===== src/rtl/dmem_pkg.sv =====
// Shared types and default widths for the data-memory address generator.
package dmem_pkg;

    localparam int DEF_ADDR_W = 8;
    localparam int DEF_DATA_W = 64;
    localparam int DEF_REG_W  = 5;
    localparam int DEF_NUM_CH = 4;
    localparam int DEF_LEN_W  = 3;

    // Channel index width; a single channel still needs a 1-bit select port.
    function automatic int ch_width(input int n);
        return (n > 1) ? $clog2(n) : 1;
    endfunction

    localparam int CH_W = ch_width(DEF_NUM_CH);

    typedef enum logic {
        IDLE  = 1'b0,
        BURST = 1'b1
    } state_e;

endpackage


===== src/rtl/dmem_base_regfile.sv =====
// Per-channel base address registers: synchronous write, combinational read.
module dmem_base_regfile
    import dmem_pkg::*;
#(
    parameter int ADDR_W = DEF_ADDR_W,
    parameter int NUM_CH = DEF_NUM_CH,
    localparam int CH_W  = ch_width(NUM_CH)
) (
    input  logic              clk_i,
    input  logic              rst_i,
    input  logic              we_i,
    input  logic [CH_W-1:0]   wr_idx_i,
    input  logic [ADDR_W-1:0] wr_data_i,
    input  logic [CH_W-1:0]   rd_idx_i,
    output logic [ADDR_W-1:0] rd_data_o
);

    logic [ADDR_W-1:0] base_q [NUM_CH];

    for (genvar i = 0; i < NUM_CH; i++) begin : g_base
        // One base register per channel, cleared on reset, written on a matching strobe.
        always_ff @(posedge clk_i) begin
            if (rst_i) begin
                base_q[i] <= '0;
            end else if (we_i && (wr_idx_i == CH_W'(i))) begin
                base_q[i] <= wr_data_i;
            end
        end
    end

    // Read port sees the pre-write value, so a same-cycle write affects only later reads.
    always_comb begin
        rd_data_o = base_q[rd_idx_i];
    end

endmodule


===== src/rtl/dmem_addr_gen.sv =====
// M-stage data-memory address generator: source select, per-channel base
// offset, and a registered burst address stream under ready/valid.
module dmem_addr_gen
    import dmem_pkg::*;
#(
    parameter int ADDR_W = DEF_ADDR_W,
    parameter int DATA_W = DEF_DATA_W,
    parameter int REG_W  = DEF_REG_W,
    parameter int NUM_CH = DEF_NUM_CH,
    parameter int LEN_W  = DEF_LEN_W,
    localparam int CH_W  = ch_width(NUM_CH)
) (
    input  logic              clk,
    input  logic              reset,
    input  logic              req_valid,
    output logic              req_ready,
    input  logic [DATA_W-1:0] ALU_result_M,
    input  logic [REG_W-1:0]  rt_M,
    input  logic              SW_M,
    input  logic [CH_W-1:0]   ch_M,
    input  logic [LEN_W-1:0]  len_M,
    input  logic              cfg_we,
    input  logic [CH_W-1:0]   cfg_ch,
    input  logic [ADDR_W-1:0] cfg_base,
    output logic [ADDR_W-1:0] D_addr,
    output logic              D_valid,
    output logic              D_last,
    input  logic              D_ready,
    output logic              addr_err
);

    state_e            state_q, state_d;
    logic [ADDR_W-1:0] addr_q, addr_d;
    logic [LEN_W-1:0]  cnt_q, cnt_d;
    logic              last_q, last_d;
    logic              err_q, err_d;

    logic [ADDR_W-1:0] base_rd;
    logic [ADDR_W-1:0] rt_ext;
    logic [ADDR_W-1:0] alu_lo;
    logic              alu_hi;
    logic [ADDR_W-1:0] src;
    logic [ADDR_W-1:0] first_addr;
    logic              accept;
    logic              beat_done;

    dmem_base_regfile #(
        .ADDR_W (ADDR_W),
        .NUM_CH (NUM_CH)
    ) u_base (
        .clk_i     (clk),
        .rst_i     (reset),
        .we_i      (cfg_we),
        .wr_idx_i  (cfg_ch),
        .wr_data_i (cfg_base),
        .rd_idx_i  (ch_M),
        .rd_data_o (base_rd)
    );

    // Register index is zero-extended (or truncated) to the address width.
    if (REG_W >= ADDR_W) begin : g_rt_trunc
        assign rt_ext = rt_M[ADDR_W-1:0];
    end else begin : g_rt_zext
        assign rt_ext = {{(ADDR_W-REG_W){1'b0}}, rt_M};
    end

    // Any set bit above the address width flags an out-of-range ALU address.
    if (DATA_W > ADDR_W) begin : g_alu_wide
        assign alu_lo = ALU_result_M[ADDR_W-1:0];
        assign alu_hi = |ALU_result_M[DATA_W-1:ADDR_W];
    end else begin : g_alu_narrow
        assign alu_lo = ADDR_W'(ALU_result_M);
        assign alu_hi = 1'b0;
    end

    // First address of a request; carry out of the add is dropped.
    always_comb begin
        src        = SW_M ? rt_ext : alu_lo;
        first_addr = base_rd + src;
    end

    // Handshake: a new request may land on the completing last beat, no bubble.
    always_comb begin
        beat_done = (state_q == BURST) && D_ready;
        req_ready = (state_q == IDLE) || (beat_done && last_q);
        accept    = req_valid && req_ready;
    end

    // State register.
    always_ff @(posedge clk) begin
        if (reset) begin
            state_q <= IDLE;
        end else begin
            state_q <= state_d;
        end
    end

    // Next-state: leave BURST only when the last beat completes without a follow-on request.
    always_comb begin
        state_d = state_q;
        case (state_q)
            IDLE:    if (accept) state_d = BURST;
            BURST:   if (beat_done && last_q && !accept) state_d = IDLE;
            default: state_d = IDLE;
        endcase
    end

    // Datapath next-state: load on acceptance, advance on a completed non-last beat.
    always_comb begin
        addr_d = addr_q;
        cnt_d  = cnt_q;
        last_d = last_q;
        err_d  = err_q;
        if (accept) begin
            addr_d = first_addr;
            cnt_d  = len_M;
            last_d = (len_M == '0);
            err_d  = !SW_M && alu_hi;
        end else if (beat_done) begin
            if (last_q) begin
                last_d = 1'b0;
            end else begin
                addr_d = addr_q + ADDR_W'(1);
                cnt_d  = cnt_q - LEN_W'(1);
                last_d = (cnt_q == LEN_W'(1));
            end
        end
    end

    // Datapath registers; D_addr keeps its final value after a burst ends.
    always_ff @(posedge clk) begin
        if (reset) begin
            addr_q <= '0;
            cnt_q  <= '0;
            last_q <= 1'b0;
            err_q  <= 1'b0;
        end else begin
            addr_q <= addr_d;
            cnt_q  <= cnt_d;
            last_q <= last_d;
            err_q  <= err_d;
        end
    end

    // Outputs are straight from registers, so they hold stable while stalled.
    always_comb begin
        D_valid  = (state_q == BURST);
        D_addr   = addr_q;
        D_last   = last_q;
        addr_err = err_q;
    end

endmodule


===== config.mk =====
export PLATFORM = sky130hd
export DESIGN_NAME = dmem_addr_gen
export DESIGN_NICKNAME = d
export VERILOG_FILES = /design/src/rtl/dmem_pkg.sv /design/src/rtl/dmem_base_regfile.sv /design/src/rtl/dmem_addr_gen.sv
export SDC_FILE = /design/constraint.sdc
export NUM_CORES = 1
export LEC_CHECK = 0
export ABC_AREA = 1
export CORE_MARGIN = 2
export CORE_UTILIZATION = 40
export CTS_CLUSTER_SIZE = 10
export DETAILED_ROUTE_END_ITERATION = 6
export PLACE_DENSITY = 0.77
export SLEW_MARGIN = 0
export SYNTH_ARGS = -nofsm -noshare
export SYNTH_HDL_FRONTEND = slang
export SYNTH_SLANG_ARGS = --single-unit

===== constraint.sdc =====
create_clock -name clk -period 5.5 [get_ports clk]
set_clock_uncertainty 0.15 [all_clocks]
set_input_delay 1.1 -clock clk [delete_from_list [all_inputs] [get_ports clk]]
set_output_delay 1.1 -clock clk [all_outputs]
set_load 0.05 [all_outputs]

==> summary.txt <==
Routing
  • Violation count after the first detailed-routing iteration: 120
  • Antenna violation net count after detailed routing: 0
  • Post-route DRC violation count: 0
  • Final routed wire length divided by cell count: 11.9 µm
  • Detailed Route WL: 6810 µm
  • Detailed-router iteration count before antenna repair: 5
  • Detailed-route vias per instance: slightly below 5
  • Total number of vias: 2,772

Hold path
  • Worst min-delay path class: register to register

Synthesis
  • Post-synthesis average cell area: 7.48 µm²
  • Top cell type's share of synthesized area: 34.0%
  • Most frequent cell after synthesis: sky130_fd_sc_hd__nor2_1
  • Synth warn: 0
  • Most used DFF post-synth: sky130_fd_sc_hd__edfxtp_1
  • Syn Inst Count: 378
  • Number of register bits inferred by synthesis: 46
  • Cell types occupying the most area after synthesis: sky130_fd_sc_hd__edfxtp_1, sky130_fd_sc_hd__nor2_1, sky130_fd_sc_hd__nand2_1
  • Number of synthesized flops with an enable pin: 32
  • Post-synthesis cell type with the largest combined area: sky130_fd_sc_hd__edfxtp_1
  • Count of different cell masters after synthesis: 35
  • Sequential fraction of the synthesis area: roughly 44%
  • Net Count, Synth: 479
  • Share of flip-flops with an asynchronous set or reset after synthesis: 0%
  • Cell area after technology mapping: 2830 µm²
  • Top cells by count, synth: sky130_fd_sc_hd__nor2_1, sky130_fd_sc_hd__nand2_1, sky130_fd_sc_hd__inv_1

Placed design
  • Final weighted congestion in routability-driven placement: 0.893
  • DP Wirelength: between 5000 and 6000 µm
  • # port buffers: 101
  • Cell count after placement: around 570

Worst setup path
  • List of cells traversed by the critical path: clkdlybuf4s50_1 > nand2_1 > nand2_2 > clkdlybuf4s50_1
  • Worst setup EP type: primary output
  • Category of cells accounting for the largest share of critical-path delay: buffers and inverters
  • Worst setup path class: input pin to primary output
  • Arrival time at the worst endpoint: 2.55 ns
  • Cell occurring most often along the worst timing path: sky130_fd_sc_hd__clkdlybuf4s50_1
  • Slowest stage cell, crit path: sky130_fd_sc_hd__clkdlybuf4s50_1
  • Buffers plus inverters on the worst setup path: 2
  • CP max stage delay: between 0.8 and 0.9 ns
  • Startpoint kind of the worst setup timing path: input pin
  • Data required time of the worst path: 4.25 ns
  • Biggest fanout along the worst timing path: 3

Clock tree
  • Number of instances resized during post-cts repair: 0
  • Clock-pin transition on the worst setup and hold timing paths: 0.10 ns
  • Cts bufs inserted: 5
  • CTS tree: done
  • # Post-CTS Setup Buffers: 0
  • Hold-fix buffers, CTS: 0
  • Number of levels the H-tree was split into: 2
  • Sink count of the clock tree: 46
  • Clock insertion delay at the later pin of the skew report: roughly 0.3 ns
  • Clock root buffer: sky130_fd_sc_hd__clkbuf_8
  • Buffer depth of the longest clock path: 2

Finish
  • Share of cells above drive strength 1: 4.60%
  • Antenna Diode Count: 0
  • Post-layout net count: 578
  • Fillers: 602
  • Synth-to-Final Area Change: 42.1%
  • Number of non-filler instances in the completed layout: 574

Pwr
  • Part of the total power dissipated in combinational logic: 27.3%
  • Reported leakage power: 1.66 nW
  • Cell Pwr Density: 230 nW/µm²
  • Internal Dissipation: 0.653 mW
  • VDD IR-drop max: around 0.16 mV
  • Sw Ratio: 29.5%
  • Net load switching power: 0.273 mW
  • Sequential share of power: ~45%
  • Share of total power in the clock network: 28.0%

GRT
  • Number of antenna violations at the first check in global routing: 0
  • Tot GR Track Use: about 18%
  • Global-route wire length before repair: roughly 11,000 µm
  • Maximum number of pins on one net before global-route repair: 18
  • Via count of the first global-routing pass: approximately 2,600
  • Total overflow reported by the global router: 0

Die
  • Die footprint: 7760 µm²
  • Placeable core region: a little under 7000 µm²
  • Boundary Pins: ~100
  • Die height: just under 90 µm
  • Row cnt: 30
  • Starting density of the core: roughly 41%
  • Die width: approximately 88 µm

Timing
  • Post-route setup TNS: 0 ns
  • Final hold viol count: 0
  • Max-slew violations: 0
  • Worst Max-Slew Pin Slew: ~0.52 ns
  • Final count of negative-setup-slack endpoints: 0
  • Max_slew headroom: about two thirds
  • Achievable clock frequency: 263 MHz
  • Fraction of the cycle the final worst path needs: 69.1%
  • Setup repair after global routing missed its margin: false
  • Minimum clock period after layout: 3.80 ns

Flow run
  • Count of maximum capacitance violations: 0

Status
  • Run status: complete, no violations
==> layer usage <==
layer	part of all wire, %	vias to the layer above	GRT usage [%]
li1	-	1445	-
met1	42	1196	20.7
met2	48	123	33.5
met3	9.1	8	4.71
met4	0.56	0	4.55
met5	0	-	0
==> path summary, 6_finish.rpt <==
kind	from	end	slack, ns	depth (start not counted)
setup / recovery	D_ready	req_ready	1.70	4
hold reg to reg	cnt_q[2]	cnt_q[2]	0.36	2
setup reg to reg	u_base.base_q[2][0]	D_addr[4]	3.49	9
hold / removal	cnt_q[2]	cnt_q[2]	0.36	2
==> layout make-up <==
cell class | instances | area (µm²) | share of cell area [%]
inverters | 40 | 153 | 3.80
clock inverters | 3 | 43.8 | 1.09
repair buffers | 101 | 1010 | 25.1
clock buffers | 5 | 68.8 | 1.71
well taps | 96 | 120 | 2.99
multi-input cells | 283 | 1380 | 34.4
flip-flops and latches | 46 | 1240 | 30.9
==> registers in the layout (all words and copies together), names as in the netlist <==
signal	count
D_last	1
addr_err	1
D_valid	1
D_addr	8
u_base.base_q	32
cnt_q	3
==> cell usage in the layout (no fill, tap or decap), types with 2 or more instances in the layout <==
master,synthesis,layout
sky130_fd_sc_hd__clkdlybuf4s50_1,0,101
sky130_fd_sc_hd__a21oi_1,13,13
sky130_fd_sc_hd__nand2_1,85,85
sky130_fd_sc_hd__o21ai_1,6,6
sky130_fd_sc_hd__a31oi_1,3,3
sky130_fd_sc_hd__xor2_1,3,3
sky130_fd_sc_hd__nand3_1,19,19
sky130_fd_sc_hd__nor2_4,2,2
sky130_fd_sc_hd__nand3b_1,3,3
sky130_fd_sc_hd__or2_2,2,2
sky130_fd_sc_hd__inv_2,4,4
sky130_fd_sc_hd__ha_1,10,10
sky130_fd_sc_hd__nor2_1,92,92
sky130_fd_sc_hd__inv_1,35,35
sky130_fd_sc_hd__dfxtp_1,14,14
sky130_fd_sc_hd__o21ai_0,18,18
sky130_fd_sc_hd__clkbuf_8,0,5
sky130_fd_sc_hd__nand4_1,8,8
sky130_fd_sc_hd__o22ai_1,6,6
sky130_fd_sc_hd__edfxtp_1,32,32
==> cell families (layout without fill, tap and decap cells) <==
family          count (synthesis)  after routing  synth area share [%]
buf+inv                        49            149                  7.25
fa+ha+maj                      11             11                  5.13
flops                          46             46                  43.9
compound gates                 53             53                  10.8
xor+xnor                        4              4                  1.24
simple gates                  215            215                  31.7
==> worst min-delay path, stage by stage, from the launching register on <==
cell and delay (ns):
sky130_fd_sc_hd__dfxtp_1 0.34, sky130_fd_sc_hd__nand2_1 0.07, sky130_fd_sc_hd__a31oi_1 0.06
==> through the flow <==
step	cell area [µm²]	setup WS (ns)	power, mW	util (%)	hold slack (ns)
after floorplan	2830	2.42	0.564	-	0.323
after global placement	3910	1.71	0.666	57.2	0.337
after detailed placement	3910	1.69	0.672	57.2	0.355
after CTS	4020	1.69	0.929	58.8	0.368
after global routing	4020	1.66	0.974	58.8	0.390
final	4020	1.70	0.925	58.8	0.362
==> power by group through the flow <==
stage	registers (mW)	clock network, mW	logic (mW)
finish	0.414	0.259	0.252
global route	0.417	0.277	0.279
CTS	0.413	0.263	0.252
detailed placement	0.421	0	0.250
global placement	0.421	0	0.245
floorplan	0.443	0	0.121
No activity file was read; power rests on OpenSTA's default activity.
